==> src/rtl/status_flag_unit_pkg.sv <==
// Shared definitions for the NZCV status producer and the condition checker.
// Flag words are always packed {Z,C,N,V}.
package status_flag_unit_pkg;

  localparam logic [1:0] OPC_LOGIC = 2'b00;
  localparam logic [1:0] OPC_ADD   = 2'b01;
  localparam logic [1:0] OPC_SUB   = 2'b10;
  localparam logic [1:0] OPC_NZ    = 2'b11;

  localparam int FLAG_Z = 3;
  localparam int FLAG_C = 2;
  localparam int FLAG_N = 1;
  localparam int FLAG_V = 0;

  typedef logic [3:0] flags_t;

endpackage

==> src/rtl/status_flag_unit_flag_compute.sv <==
// Combinational NZCV derivation from the EX-stage ALU result.
// Bits an op class does not define are carried over from old_flags.
module status_flag_unit_flag_compute
  import status_flag_unit_pkg::*;
#(
  parameter int DATA_W = 32
) (
  input  logic [1:0]        op_class,
  input  logic [DATA_W-1:0] alu_a,
  input  logic [DATA_W-1:0] alu_b,
  input  logic [DATA_W-1:0] alu_result,
  input  logic              alu_carry_out,
  input  logic              shifter_carry,
  input  flags_t            old_flags,
  output flags_t            new_flags
);

  localparam int MSB = DATA_W - 1;

  logic a_msb, b_msb, r_msb;
  assign a_msb = alu_a[MSB];
  assign b_msb = alu_b[MSB];
  assign r_msb = alu_result[MSB];

  // Only the sign bits of the operands influence overflow.
  logic unused_operand_bits;
  assign unused_operand_bits = ^{alu_a[MSB-1:0], alu_b[MSB-1:0]};

  always_comb begin
    new_flags         = old_flags;
    new_flags[FLAG_N] = r_msb;
    new_flags[FLAG_Z] = (alu_result == '0);
    case (op_class)
      OPC_ADD: begin
        new_flags[FLAG_C] = alu_carry_out;
        new_flags[FLAG_V] = (a_msb == b_msb) & (r_msb != a_msb);
      end
      OPC_SUB: begin
        new_flags[FLAG_C] = alu_carry_out;
        new_flags[FLAG_V] = (a_msb != b_msb) & (r_msb != a_msb);
      end
      OPC_LOGIC: begin
        new_flags[FLAG_C] = shifter_carry;
      end
      default: begin
      end
    endcase
  end

endmodule

==> src/rtl/status_flag_unit.sv <==
// NZCV producer: one pending stage P ahead of the committed status register,
// with a forwarded view so the condition checker sees in-flight updates.
module status_flag_unit
  import status_flag_unit_pkg::*;
#(
  parameter int DATA_W = 32
) (
  input  logic              clk,
  input  logic              rst,
  input  logic              in_valid,
  input  logic              s_bit,
  input  logic [1:0]        op_class,
  input  logic [DATA_W-1:0] alu_a,
  input  logic [DATA_W-1:0] alu_b,
  input  logic [DATA_W-1:0] alu_result,
  input  logic              alu_carry_out,
  input  logic              shifter_carry,
  input  logic              stall,
  input  logic              flush,
  input  logic              wr_en,
  input  logic [3:0]        wr_flags,
  output logic [3:0]        status,
  output logic [3:0]        status_fwd,
  output logic              pend_valid
);

  flags_t pend_flags;
  flags_t alu_flags;
  flags_t new_flags;
  logic   cap;

  assign status_fwd = pend_valid ? pend_flags : status;

  // Preserved bits must see an update still sitting in P, hence status_fwd.
  status_flag_unit_flag_compute #(
    .DATA_W (DATA_W)
  ) u_flag_compute (
    .op_class      (op_class),
    .alu_a         (alu_a),
    .alu_b         (alu_b),
    .alu_result    (alu_result),
    .alu_carry_out (alu_carry_out),
    .shifter_carry (shifter_carry),
    .old_flags     (status_fwd),
    .new_flags     (alu_flags)
  );

  assign new_flags = wr_en ? wr_flags : alu_flags;
  assign cap       = ~stall & ~flush & ((in_valid & s_bit) | wr_en);

  // P is older than EX, so it commits regardless of stall/flush.
  always_ff @(posedge clk or posedge rst) begin
    if (rst) begin
      status     <= 4'b0000;
      pend_flags <= 4'b0000;
      pend_valid <= 1'b0;
    end else begin
      if (pend_valid) begin
        status <= pend_flags;
      end
      if (cap) begin
        pend_valid <= 1'b1;
        pend_flags <= new_flags;
      end else begin
        pend_valid <= 1'b0;
      end
    end
  end

endmodule

==> config.mk <==
export PLATFORM = sky130hd
export DESIGN_NAME = status_flag_unit
export DESIGN_NICKNAME = d
export VERILOG_FILES = /design/src/rtl/status_flag_unit_pkg.sv /design/src/rtl/status_flag_unit_flag_compute.sv /design/src/rtl/status_flag_unit.sv
export SDC_FILE = /design/constraint.sdc
export NUM_CORES = 1
export LEC_CHECK = 0
export ABC_AREA = 1
export BUFFER_PORTS_ARGS = -buffer_cell sky130_fd_sc_hd__buf_2
export CAP_MARGIN = 20
export CELL_PAD_IN_SITES_DETAIL_PLACEMENT = 1
export CELL_PAD_IN_SITES_GLOBAL_PLACEMENT = 1
export CORE_MARGIN = 4
export CORE_UTILIZATION = 13
export DETAILED_ROUTE_END_ITERATION = 8
export PLACE_DENSITY = 0.84
export SETUP_SLACK_MARGIN = 0.1
export SYNTH_ARGS = -nofsm -noshare
export SYNTH_HDL_FRONTEND = slang
export SYNTH_SLANG_ARGS = --single-unit
export TNS_END_PERCENT = 100
==> constraint.sdc <==
create_clock -name clk -period 1.5 [get_ports clk]
set_clock_uncertainty 0.2 [all_clocks]
set_input_delay 0.375 -clock clk [delete_from_list [all_inputs] [get_ports clk]]
set_output_delay 0.375 -clock clk [all_outputs]
set_load 0.02 [all_outputs]
# Word-level counts from Yosys, hierarchy flattened
# Index checks and enable logic that the tools add are counted.
# classes
n_eq_ne	5
n_mux	5
bitwise_logic	8
n_reduce_logical	3
# op_table
cell	n
logical NOT 32 bit	1
two-way mux 4 bit	2
bitwise AND 1 bit	5
one-hot mux 1 bit (2 select lines)	2
== test 2 x 1 -> 1 bit (second input constant)	1
== test 2 bit (second input constant)	1
logical NOT 2 bit	1
!= test 1 bit	2
inverter 1 bit	2
OR reduction 2 bit	1
== test 1 bit	1
two-way mux 1 bit	1
OR 1 bit	1
# totals
regBits	9
output_inout_bits	9
word_cells	24

# Logic depth before layout (Yosys ltp)
# logic_depth
depth_word	4
ltp_mapped	8
ltp_nobuf	8

# Hierarchy
# Synthesis repeated with hierarchy kept, for this count alone.
# hier_totals
cells_unflattened	106
hier_area_um2	676.9
# by_module_without_submodules
module	instances	cells_each	area_per_inst_um2	seq_area_each_um2
status_flag_unit	1	52	427.9	225.2
status_flag_unit_flag_compute	1	54	249.0	0.0

# Worst setup path before layout
# Ideal clock, no wire load.
# synth_timing
path_type	register to output
startpoint	reg pend_valid
endpoint	out status_fwd[2]
arrival_time_ps	914
required_time_ps	925
slack_ps	11
stages_incl_launch_ff	5
n_path_buf	0
cell_sequence	dfrtp_1 inv_2 nand2_1 and2_4 inv_1
# synth_via
elab_chain_len	1
# synth_lines
item	line_no	text
start: declaration	status_flag_unit.sv:24	output logic pend_valid
start signal: assignment	status_flag_unit.sv:56	pend_valid <= 1'b0;
start signal: assignment	status_flag_unit.sv:62	pend_valid <= 1'b1;
start signal: assignment	status_flag_unit.sv:65	pend_valid <= 1'b0;
two-way mux 4 bit	-	
end: declaration	status_flag_unit.sv:23	output logic [3:0] status_fwd,
# No other way between the ends.

# Worst setup path in the final report
# Same ends and word-level chain as after synthesis.

==> qor.txt <==
Status: finished, violations left
Violated checks: setup timing
CP max stage delay: 0.43 ns
ANT cells: 0
Max Cap Violations: 0
PnR Total Power: 0.001013 W
Mean area per synthesized cell: 6.800 um^2
Initial DRC Count: 24
Starting Density: 13.89%
Final Util: 25.56%
CP Class: reg2out
Syn Inst Count: 92
Ports: 120
Post-route cell area: 1151 um^2
GRT Total Usage: 8.493%
Overflow after GRT: 0
Antenna violations before repair: 0
Vias in the first global route: 913
Crit Path Max Fanout: 4
Distinct cells, synth: 18
H-tree levels: 1
Met1 WL: 1.032 mm
Cell Area, Synth: 625.6 um^2
Critical Path RT: 0.92 ns
RSZ-0062 raised after global routing: yes
DIE AREA: 5986 um^2
Largest net degree at the start of global routing: 10
Synth async-reset ratio: 100.0%
Max frequency: 0.6019 GHz
Die Ht: 77.37 um
Routed wire length: 2.423 mm
Post-synth EDFFs: 0
Data arrival, critical path: 1.09 ns
Via/cell ratio: 3.855
Worst min path class: in2reg
Post-DP Area: 1007 um^2
Syn nets: 206
Tmin final: 1.661 ns
TNS Setup: -0.5969 ns
Final Max Tran Viols: 0
DR pass1 iterations: 2
Pre-CTS WS: -0.05806 ns
Clock Latency Late Sink: 0.23 ns
DRC: 0
DR top layer: met4
Max transition margin: 75.61%
Critical-path top delay cell: dfrtp_2
Seq/Total Area, Yosys: 36.00%
CP Cell Sequence: inv_4 -> nand2_2 -> and2_4 -> inv_2 -> buf_6
Seq cells post-synth: 9
Startpoint type of the worst setup path: flip-flop
Synth warn: 0
Num CTS Buffers: 3
Num Clock Sinks: 9
Worst path bufs/invs: 3
Final WS setup: -0.1615 ns
CTS Buffer Depth: 2
Core area: 4504 um^2
Max rail drop VDD: 233.4 uV
Layout area overhead: 84.00%
Port Buffers: 57
Share of layout cells above drive strength 1: 54.32%
Nets@finish: 277
# setup viols final: 5
Final worst-path cycle share: 110.8%
Crit path max-delay family: flip-flops
Met3 wire length: 216 um
DR WL/cell: 11.32 um
Yosys top cell by area: dfrtp_1
Lkg Pwr: 0.6352 nW
Chip Width: 77.37 um
GP Congestion: 0.7013
Final ANT Viol Nets: 0
Synth top cells by count: nand2_1, nor2_1, dfrtp_1
Final-report hold violation count: 0
Metal2 WL: 1.130 mm
Placed wire-length estimate: 2.175 mm
Root buf cell: clkbuf_8
TritonCTS clock tree: yes
First-pass GRT wire length: 4.050 mm
Power Dens Cells: 879.7 nW/um^2
CP Capture Type: primary output
FP Rows: 24
Leading register cell type out of synthesis: dfrtp_1
DR vias: 825
Top cells by area, synth: dfrtp_1, nand2_1, nor2_1
Top cell type's share of synthesized area: 36.00%
Most common cell in the netlist: nand2_1
Clock transition at path regs: 0.05 ns
Slew at the pin closest to its max-slew limit: 0.3654 ns
## tightest hold or removal path, stage by stage
cell	delay (ns)
buf_2	0.08
a21oi_1	0.05
a21oi_1	0.13
## sequential cells by signal (all words and copies together), names as in the netlist
signal      flops
pend_flags      4
status          4
pend_valid      1
## logic make-up (layout without fill, tap and decap cells)
logic type	Yosys count	count (layout)	share of synthesized area (%)
adder cells (fa/ha/maj)	3	3	6.001
XOR/XNOR	1	1	1.400
AO/OA/AOI/OAI	10	10	8.400
buffers and inverters	11	81	6.600
AND/OR/NAND/NOR	58	58	41.60
flip-flops	9	9	36.00
## worst paths after layout
path / start / end / slack, ns / depth (start not counted)
max: pend_valid / status_fwd[2] / -0.16 / 5
max in group asynchronous: rst / pend_valid / 0.36 / 3
max reg2reg: pend_valid / pend_flags[0] / 0.15 / 7
min reg2reg: pend_flags[0] / pend_flags[0] / 0.30 / 2
min: wr_flags[3] / pend_flags[3] / 0.25 / 3
min in group asynchronous: rst / pend_flags[1] / 0.45 / 3
## final cells by class
cell class                 instances  area, um^2
tap                               52       65.06
multi-input combinational         72       376.6
fill                             579        3353
clock buffer                       4       45.04
inverter                          11       43.79
timing repair buffer              66       394.1
sequential                         9       226.5
## power breakdown
group	total, W	internal (W)	leakage, nW	switching, W
registers	0.000319	0.000290	0.110	0.0000292
logic	0.000413	0.000205	0.503	0.000208
clock network	0.000280	0.000185	0.0228	0.0000953
## metal layers
layer | track usage, % | vias up
met5 | 0 | -
met4 | 4.270 | 0
met3 | 1.736 | 5
met2 | 14.34 | 39
met1 | 10.23 | 358
li1 | - | 423
## layout by cell type, fill, tap and decap left out, types with 2 or more instances in the layout
| cell type | instances |
|---|---|
| nor2_2 | 2 |
| dfrtp_1 | 8 |
| a21oi_1 | 6 |
| buf_2 | 52 |
| nand2_1 | 20 |
| ha_1 | 3 |
| buf_4 | 6 |
| buf_6 | 7 |
| nand2_2 | 10 |
| inv_2 | 3 |
| o21ai_1 | 2 |
| inv_1 | 7 |
| nor2_1 | 21 |
| clkbuf_8 | 3 |
## stage by stage
| step | std cells | hold slack [ns] |
|---|---|---|
| CTS | 211 | 0.2379 |
| finish | 214 | 0.2453 |
| global route | 214 | 0.2885 |
| floorplan | 92 | 0.002851 |
| global placement | 205 | 0.1472 |
| detailed placement | 205 | 0.1612 |
## timing repair
item	CTS	global route
pin swaps	1	2
endpoints found under the setup margin	5	7
buffers inserted	1	5
hold buffers	1	0
hold endpoints to repair	9	0
gates resized for setup	13	7
Note: power is estimated with default switching activity, not from simulation.
